<file path="src/rtl/audio_seq_multi_if.sv">
// Bundle of game-logic controls and ROM-address outputs for the multi-channel audio sequencer.
interface audio_seq_multi_if #(
    parameter int NUM_CH = 2,
    parameter int ADDR_W = 17,
    parameter int DIV_W  = 16
) ();
    logic                     INIT_FINISH;
    logic                     sample_en;
    logic [NUM_CH-1:0]        trigger;
    logic [NUM_CH-1:0]        stop;
    logic [NUM_CH-1:0]        loop_en;
    logic [NUM_CH*ADDR_W-1:0] start_addr;
    logic [NUM_CH*ADDR_W-1:0] length;
    logic [NUM_CH*DIV_W-1:0]  rate_div;

    logic                     INIT_BGM;
    logic [NUM_CH*ADDR_W-1:0] Add;
    logic [NUM_CH-1:0]        active;
    logic [NUM_CH-1:0]        done;

    modport master (
        output INIT_FINISH, sample_en, trigger, stop, loop_en, start_addr, length, rate_div,
        input  INIT_BGM, Add, active, done
    );

    modport slave (
        input  INIT_FINISH, sample_en, trigger, stop, loop_en, start_addr, length, rate_div,
        output INIT_BGM, Add, active, done
    );
endinterface

</file>
<file path="src/rtl/audio_seq_multi.sv">
// Multi-channel sample-address sequencer: per-channel one-shot/loop playback with
// a sample_en-gated rate divider, all held idle until codec init completes.
//
// state     | meaning
// ----------+------------------------------------------------------------
// G_WAIT    | codec init pending; trigger/stop ignored, channels idle
// G_RUN     | init done; channels respond to trigger/stop (terminal)
// CH_IDLE   | channel silent; Add holds latched start address
// CH_PLAY   | channel stepping offset through [0, length-1]
module audio_seq_multi #(
    parameter int NUM_CH = 2,
    parameter int ADDR_W = 17,
    parameter int DIV_W  = 16
) (
    input  logic              Clk,
    input  logic              Reset,
    audio_seq_multi_if.slave  bus
);

    typedef enum logic {G_WAIT = 1'b0, G_RUN = 1'b1} g_state_e;
    typedef enum logic {CH_IDLE = 1'b0, CH_PLAY = 1'b1} ch_state_e;

    g_state_e g_state_q, g_state_d;
    logic     init_bgm_q, init_bgm_d;
    logic     run;

    logic [NUM_CH*ADDR_W-1:0] add_all;
    logic [NUM_CH-1:0]        active_all;
    logic [NUM_CH-1:0]        done_all;

    always_comb begin
        g_state_d  = g_state_q;
        init_bgm_d = 1'b1;
        if (g_state_q == G_WAIT && bus.INIT_FINISH) begin
            g_state_d = G_RUN;
        end
    end

    always_ff @(posedge Clk or posedge Reset) begin
        if (Reset) begin
            g_state_q  <= G_WAIT;
            init_bgm_q <= 1'b0;
        end else begin
            g_state_q  <= g_state_d;
            init_bgm_q <= init_bgm_d;
        end
    end

    assign run = (g_state_q == G_RUN);

    for (genvar i = 0; i < NUM_CH; i++) begin : g_ch
        ch_state_e         state_q, state_d;
        logic [DIV_W-1:0]  div_q, div_d;
        logic [DIV_W-1:0]  rate_q, rate_d;
        logic [ADDR_W-1:0] offset_q, offset_d;
        logic [ADDR_W-1:0] start_q, start_d;
        logic [ADDR_W-1:0] len_q, len_d;
        logic [ADDR_W-1:0] add_q, add_d;
        logic              loop_q, loop_d;
        logic              done_q, done_d;

        logic [ADDR_W-1:0] start_in;
        logic [ADDR_W-1:0] len_in;
        logic [DIV_W-1:0]  rate_in;
        logic [ADDR_W:0]   off_inc;

        assign start_in = bus.start_addr[i*ADDR_W +: ADDR_W];
        assign len_in   = bus.length[i*ADDR_W +: ADDR_W];
        assign rate_in  = bus.rate_div[i*DIV_W +: DIV_W];

        // stop beats trigger beats step; stop also masks a same-cycle trigger
        always_comb begin
            state_d  = state_q;
            div_d    = div_q;
            rate_d   = rate_q;
            offset_d = offset_q;
            start_d  = start_q;
            len_d    = len_q;
            loop_d   = loop_q;
            done_d   = 1'b0;
            off_inc  = {1'b0, offset_q} + {{ADDR_W{1'b0}}, 1'b1};

            if (run && bus.stop[i]) begin
                if (state_q == CH_PLAY) begin
                    state_d  = CH_IDLE;
                    offset_d = '0;
                    done_d   = 1'b1;
                end
            end else if (run && bus.trigger[i]) begin
                if (len_in != '0) begin
                    start_d  = start_in;
                    len_d    = len_in;
                    rate_d   = rate_in;
                    loop_d   = bus.loop_en[i];
                    div_d    = '0;
                    offset_d = '0;
                    state_d  = CH_PLAY;
                end
            end else if (state_q == CH_PLAY && bus.sample_en) begin
                if (div_q == rate_q) begin
                    div_d = '0;
                    if (off_inc < {1'b0, len_q}) begin
                        offset_d = off_inc[ADDR_W-1:0];
                    end else begin
                        offset_d = '0;
                        if (!loop_q) begin
                            state_d = CH_IDLE;
                            done_d  = 1'b1;
                        end
                    end
                end else begin
                    div_d = div_q + 1'b1;
                end
            end

            // Address wraps modulo 2^ADDR_W by truncation
            add_d = start_d + offset_d;
        end

        always_ff @(posedge Clk or posedge Reset) begin
            if (Reset) begin
                state_q  <= CH_IDLE;
                div_q    <= '0;
                rate_q   <= '0;
                offset_q <= '0;
                start_q  <= '0;
                len_q    <= '0;
                loop_q   <= 1'b0;
                done_q   <= 1'b0;
                add_q    <= '0;
            end else begin
                state_q  <= state_d;
                div_q    <= div_d;
                rate_q   <= rate_d;
                offset_q <= offset_d;
                start_q  <= start_d;
                len_q    <= len_d;
                loop_q   <= loop_d;
                done_q   <= done_d;
                add_q    <= add_d;
            end
        end

        assign add_all[i*ADDR_W +: ADDR_W] = add_q;
        assign active_all[i]               = (state_q == CH_PLAY);
        assign done_all[i]                 = done_q;
    end

    assign bus.INIT_BGM = init_bgm_q;
    assign bus.Add      = add_all;
    assign bus.active   = active_all;
    assign bus.done     = done_all;

endmodule

</file>
<file path="src/flat_wrapper.sv">
// flat-port wrapper written by rule: the top's interface ports become plain ports
module audio_seq_multi_flat 
#(
    parameter int NUM_CH = 2,
    parameter int ADDR_W = 17,
    parameter int DIV_W  = 16
)
  (Clk, Reset, bus_INIT_FINISH, bus_sample_en, bus_trigger, bus_stop, bus_loop_en, bus_start_addr, bus_length, bus_rate_div, bus_INIT_BGM, bus_Add, bus_active, bus_done);
  audio_seq_multi_if #(.NUM_CH(NUM_CH), .ADDR_W(ADDR_W), .DIV_W(DIV_W)) bus_i ();
  input  logic Clk;
  input  logic Reset;
  input wire logic [$bits(bus_i.INIT_FINISH)-1:0] bus_INIT_FINISH;
  input wire logic [$bits(bus_i.sample_en)-1:0] bus_sample_en;
  input wire logic [$bits(bus_i.trigger)-1:0] bus_trigger;
  input wire logic [$bits(bus_i.stop)-1:0] bus_stop;
  input wire logic [$bits(bus_i.loop_en)-1:0] bus_loop_en;
  input wire logic [$bits(bus_i.start_addr)-1:0] bus_start_addr;
  input wire logic [$bits(bus_i.length)-1:0] bus_length;
  input wire logic [$bits(bus_i.rate_div)-1:0] bus_rate_div;
  output wire logic [$bits(bus_i.INIT_BGM)-1:0] bus_INIT_BGM;
  output wire logic [$bits(bus_i.Add)-1:0] bus_Add;
  output wire logic [$bits(bus_i.active)-1:0] bus_active;
  output wire logic [$bits(bus_i.done)-1:0] bus_done;
  assign bus_i.INIT_FINISH = bus_INIT_FINISH;
  assign bus_i.sample_en = bus_sample_en;
  assign bus_i.trigger = bus_trigger;
  assign bus_i.stop = bus_stop;
  assign bus_i.loop_en = bus_loop_en;
  assign bus_i.start_addr = bus_start_addr;
  assign bus_i.length = bus_length;
  assign bus_i.rate_div = bus_rate_div;
  assign bus_INIT_BGM = bus_i.INIT_BGM;
  assign bus_Add = bus_i.Add;
  assign bus_active = bus_i.active;
  assign bus_done = bus_i.done;
  audio_seq_multi #(.NUM_CH(NUM_CH), .ADDR_W(ADDR_W), .DIV_W(DIV_W)) u_core (.Clk(Clk), .Reset(Reset), .bus(bus_i));
endmodule
</file>
<file path="config.mk">
export PLATFORM = sky130hd
export DESIGN_NAME = audio_seq_multi_flat
export DESIGN_NICKNAME = d
export VERILOG_FILES = /design/src/rtl/audio_seq_multi_if.sv /design/src/rtl/audio_seq_multi.sv /design/src/flat_wrapper.sv
export SDC_FILE = /design/constraint.sdc
export NUM_CORES = 1
export LEC_CHECK = 0
export ABC_AREA = 1
export BUFFER_PORTS_ARGS = -buffer_cell sky130_fd_sc_hd__buf_2
export CAP_MARGIN = 20
export CORE_UTILIZATION = 25
export CTS_CLUSTER_SIZE = 8
export DETAILED_ROUTE_END_ITERATION = 16
export HOLD_SLACK_MARGIN = 0.1
export SYNTH_ARGS = -nofsm -noshare
export SYNTH_HDL_FRONTEND = slang
export SYNTH_SLANG_ARGS = --single-unit
</file>
<file path="constraint.sdc">
create_clock -name Clk -period 20.8 [get_ports Clk]
set_clock_uncertainty 0.2 [all_clocks]
set_input_delay 2.08 -clock Clk [delete_from_list [all_inputs] [get_ports Clk]]
set_output_delay 2.08 -clock Clk [all_outputs]
set_load 0.1 [all_outputs]
</file>
-- Word-level counts from Yosys, hierarchy flattened
Cells that the tools add are included.
- word-level logic and storage cells: 118
- bits in registers: 208
- bits of input ports: 110
- magnitude comparators: 2
- reduce and logical (&&, ||, !) cells: 21
- $add $sub $neg: 6
- multiplexer cells: 56
- eq/ne operators: 10
- bitwise operators: 3
- operators by type and width (operator ; number):
    $mux W17 ; 20
    $mux W16 ; 8
    $add A17 B1 Y18 const B ; 2
    $lt A18 B17 Y1 ; 2
    $add A17 B17 Y17 ; 2
    $reduce_bool A17 Y1 ; 2
    $add A16 B1 Y16 const B ; 2
    $eq A16 B16 Y1 ; 2
    $mux W1 ; 28
    $reduce_and A3 Y1 ; 4
    $reduce_bool A3 Y1 ; 4
    $reduce_and A5 Y1 ; 2
    $logic_and A1 B1 Y1 ; 7
    $ne A3 B1 Y1 const B ; 2
    $ne A3 B2 Y1 const B ; 2
    $ne A3 B3 Y1 const B ; 2
    $ne A2 B2 Y1 const B ; 2
    $reduce_bool A2 Y1 ; 2
    $not A1 Y1 ; 3

-- Depth between registers and ports, before layout
- word-level depth: 8
- mapped depth: 31

-- Worst setup path after synthesis
OpenSTA, ideal clock, no wires.
- path kind: input -> register
- start point: in bus_length[32]
- end point: reg u_core.g_ch[1].add_q[14]
- arrival: 4.755 ns
- path slack: 15.728 ns
- cell stages on the path: 17
- buffers on the path: 1
- library setup time: 0.117 ns
- data required time: 20.483 ns
- cells stage by stage: nor3_1 > nand3_1 > nor2_1 > nand2_1 > nand2_1 > buf_2 > mux2_2 > ha_1 > a21o_1 > a31oi_1 > o21ai_0 > a21boi_1 > o21ai_0 > nand2_1 > nand2_1 > nand2_1 > nand2_1
- word-level cells in the longest chain between the ends: 5
- elaborated cells between the ends (all ways): 8
- classes of those cells: add/sub (1); mux (6); reduce/logical (1)
- RTL lines (item ; line ; RTL):
    start, declared ; flat_wrapper.sv:18 ; input wire logic [$bits(bus_i.length)-1:0] bus_length;
    $reduce_bool A17 Y1 ; audio_seq_multi.sv:90 ; if (len_in != '0) begin
    $mux W17 ; audio_seq_multi.sv:90 ;
    $mux W17 ; audio_seq_multi.sv:89 ; end else if (run && bus.trigger[i]) begin
    $mux W17 ; audio_seq_multi.sv:83 ; if (run && bus.stop[i]) begin
    net u_core.g_ch[1].start_d[3] ; audio_seq_multi.sv:56 ; logic [ADDR_W-1:0] start_q, start_d;
    $add A17 B17 Y17 ; audio_seq_multi.sv:117 ; add_d = start_d + offset_d;
    net u_core.g_ch[1].add_d[14] ; audio_seq_multi.sv:58 ; logic [ADDR_W-1:0] add_q, add_d;
    end signal, assigned ; audio_seq_multi.sv:130 ; add_q <= '0;
    end signal, assigned ; audio_seq_multi.sv:140 ; add_q <= add_d;
    end, declared ; audio_seq_multi.sv:58 ;
The timed path passes the listed nets, and every way through them passes these cells.
A chain may end at the register's enable or synchronous reset.

-- Worst setup path in the final report
- start point: in bus_length[27]
- end point: reg u_core.g_ch[1].add_q[14]
The elaborated chain is that of the path after synthesis.

==> impl_metrics.csv <==
group,metric,value,unit
drt,initialDrtViolationCount,544,
clock_tree,cts_sinks,208,
cells_and_area,final_nets,1912,
clock_tree,cts_buffers,30,
global_route,grt_max_degree,100,
floorplanning,num_rows,82,
run_status,status,"completed",
synth,ys_async_sr_fraction,1.00,
floorplanning,core,50200,um^2
power_and_ir_drop,clkPwrFrac,0.297,
drt,num_vias,11000,
placement,gp_congestion,0.893,
clock_tree,clk_path_buf_depth,3,
sta,timing.setup.tns,0,ps
floorplanning,die-area,51800,um^2
cells_and_area,diodes,0,
cells_and_area,finish.utilization,0.297,
power_and_ir_drop,p_switching,619,uW
clock_tree,cts_tree,"yes",
floorplanning,start_util,0.254,
sta,layout_min_cycle_time,6060,ps
power_and_ir_drop,peakVddDrop,0.109,mV
drt,routed_via_density,4.55,
setup_path,cp.arrival,6300,ps
global_route,track_usage,0.131,
sta,rsz0062_at_grt,"no",
placement,placed_area,14100,um^2
synth,syn-num-nets,1770,
placement,portBuffers,148,
placement,hpwlAfterDp,25.3,mm
setup_path,crit_required,21040,ps
flow_run,drv_cap,0,
synth,synth_flop_cell,"dfrtp_1",
drt,remaining_drc_errors,0,
setup_path,crit_type,"in2reg",
floorplanning,die_w,228,um
global_route,grt_pass1_vias,11100,
power_and_ir_drop,swShare,0.418,
floorplanning,die_y,228,um
synth,syn-cell-area,12700,um^2
sta,setup_violations,0,
setup_path,endpoint_kind,"register",
synth,yosysTopAreaCell,"dfrtp_1",
synth,ys_ff_latch,208,
cells_and_area,syn2layout_area_growth,17.1,%
setup_path,startpoint_type,"input port",
sta,period_share,0.291,
clock_tree,cts_resized,0,
drt,wire_per_inst,14.0,um
synth,syn_inst,1590,
synth,synth_area_per_cell,8.01,um^2
setup_path,path_max_fanout,44,
synth,yosys.area.top_type_share,0.409,
sta,slew_viol_final,0,
hold_path,hp-class,"reg2reg",
synth,synth_edf_count,0,
sta,relSlewSlack,0.343,
synth,yosysWarnings,0,
global_route,grt-ovfl-total,0,
sta,worst_pin_slew,983,ps
global_route,grt_pass1_wl,56.3,mm
cells_and_area,final_area,14900,um^2
clock_tree,h-tree-depth,1,
power_and_ir_drop,p_leak,7.28,nW
power_and_ir_drop,p_seq_frac,0.342,
clock_tree,clkTransAtPathRegs,60,ps
clock_tree,clock-root-buffer,"clkbuf_16",
cells_and_area,seq_area,5200,um^2
sta,maxClockFrequency,165,MHz
cells_and_area,multi_input_area,6440,um^2
sta,hold_viol_final,0,
sta,holdWs,286,ps
power_and_ir_drop,power.density,99.4,nW/um^2
drt,routed_wl,33.7,mm
cells_and_area,drive_gt1_frac,0.173,
global_route,antenna_found_initial,1,
synth,seq_area_frac_synth,0.409,
drt,antenna_left,0,
synth,netlist-cell-type-count,52,
cells_and_area,fillerInstances,5296,
power_and_ir_drop,intPower,864,uW
synth,synth_area_leaders,"dfrtp_1 (41%), nand2_1 (9.2%), ha_1 (6.7%)",
floorplanning,pin_count,149,
clock_tree,worstSkewPairLatency,560,ps
power_and_ir_drop,combPwrFrac,0.361,
clock_tree,ctsHoldBuffers,0,
drt,first_pass_iters,5,
clock_tree,post_cts_buffers,0,
-- cell type report --
class	count	area share
well taps	672	0.0564
inverters	221	0.0563
flip-flops and latches	208	0.349
clock buffers	38	0.0544
multi-input cells	1118	0.432
repair buffers	153	0.0522
-- state kept, by name, summed over array words and instances, names as in the netlist --
name and cells:
u_core.g_ch.done_q 2, u_core.g_ch.loop_q 2, u_core.g_ch.rate_q 32, u_core.g_ch.add_q 34, u_core.g_ch.start_q 34, u_core.bus.INIT_BGM 1
u_core.g_ch.div_q 32, u_core.g_state_q 1, u_core.g_ch.state_q 2, u_core.g_ch.offset_q 34, u_core.g_ch.len_q 34
-- cells in the final DEF (no fill, tap or decap), types with 3 or more instances in the layout --
master	Yosys	final
nand2_1	313	311
dfrtp_1	208	208
inv_1	205	204
nor2_1	161	161
a21oi_1	158	158
buf_2	13	148
o21ai_0	79	79
ha_1	68	68
nand3_1	57	57
xor2_1	56	56
mux2_2	49	49
nand4_1	34	34
clkbuf_16	0	31
nor3_1	27	27
nand2_2	14	16
xnor2_1	15	15
inv_2	13	13
nor2_2	10	10
o22ai_1	9	9
o21ai_1	9	9
o22ai_2	7	7
clkbuf_1	14	6
o21a_1	5	5
buf_4	9	5
nor4_1	4	4
a31oi_1	4	4
nor2_4	4	4
nor3_2	3	3
nand3_2	3	3
-- layer usage --
metal | track usage | vias up | part of all wire
met5 | 0 | - | 0.00030
met4 | 0.0401 | 2 | 0.030
met3 | 0.0274 | 60 | 0.057
met2 | 0.223 | 284 | 0.47
met1 | 0.164 | 5157 | 0.44
li1 | - | 5457 | -
-- Yosys cell counts, types with 2 or more instances --
| master | number |
|---|---|
| o22ai_1 | 9 |
| mux2_2 | 49 |
| nor2_1 | 161 |
| nor4_1 | 4 |
| xnor2_1 | 15 |
| a21oi_1 | 158 |
| fa_1 | 2 |
| inv_2 | 13 |
| o22ai_2 | 7 |
| ha_1 | 68 |
| nor2_2 | 10 |
| dfrtp_1 | 208 |
| nand4_2 | 2 |
| buf_2 | 13 |
| nand3_2 | 3 |
| nand4_1 | 34 |
| buf_6 | 7 |
| o21a_1 | 5 |
| nand2_2 | 14 |
| a31oi_1 | 4 |
| o21bai_1 | 2 |
| xor2_1 | 56 |
| nor3_2 | 3 |
| a21boi_0 | 2 |
| nor2_4 | 4 |
| clkinv_1 | 2 |
| a21oi_2 | 2 |
| nor3b_1 | 2 |
| nor3_1 | 27 |
| nand2_1 | 313 |
| o21ai_1 | 9 |
| clkbuf_1 | 14 |
| buf_4 | 9 |
| nand3_1 | 57 |
| a21o_1 | 2 |
| o21ai_0 | 79 |
| inv_1 | 205 |
| nand3b_1 | 2 |
-- metrics by stage --
| stage | total power, mW | setup WS [ps] | cells |
|---|---|---|---|
| 2_1_floorplan | 0.942 | 12840 | 1590 |
| 5_1_grt | 1.57 | 14290 | 2410 |
| 3_3_place_gp | 1.04 | 14240 | 2372 |
| 6_report | 1.48 | 14740 | 2410 |
| 3_5_place_dp | 1.05 | 14130 | 2372 |
| 4_1_cts | 1.50 | 14720 | 2410 |
-- power by group through the flow --
stage,sequential [mW],combinational (mW),clock [mW]
finish,0.508,0.535,0.440
global route,0.516,0.579,0.471
CTS,0.509,0.539,0.456
detailed placement,0.513,0.536,0
global placement,0.513,0.531,0
floorplan,0.727,0.215,0
-- cell families after synthesis --
group,Yosys count,synth area share
other,1,0.000294
muxes,49,0.0433
and+or+nand+nor,641,0.221
DFF,208,0.409
buffers and inverters,264,0.0861
xor gates and xnor gates,71,0.0488
adders and majority gates,70,0.0699
AOI/OAI and AO/OA,286,0.122
-- critical path, cell delays in order --
cell,delay [ps]
buf_2,100
inv_1,70
nand4_1,80
nor3_1,480
nand2_1,200
nand2_2,450
buf_4,560
mux2_2,270
ha_1,160
inv_1,50
fa_1,400
inv_1,80
a31oi_1,140
o21ai_0,420
a21boi_1,170
o21ai_0,290
nand2_1,120
nand3_1,80
nand2_1,50
-- path summary, 6_finish.rpt --
check	start	to	slack [ps]	cells past startpoint
worst max-delay path	bus_length[27]	u_core.g_ch[1].add_q[14]	14740	19
worst min-delay path	u_core.g_ch[1].len_q[5]	u_core.g_ch[1].len_q[5]	290	2
worst max register to register	u_core.g_ch[1].offset_q[0]	u_core.g_ch[1].add_q[14]	15520	27
worst min register to register	u_core.g_ch[1].len_q[5]	u_core.g_ch[1].len_q[5]	290	2
max in group asynchronous	Reset	u_core.g_ch[1].len_q[14]	17610	3
min in group asynchronous	Reset	u_core.g_ch[0].add_q[0]	1440	2
Note: power is estimated with default switching activity, not from simulation.
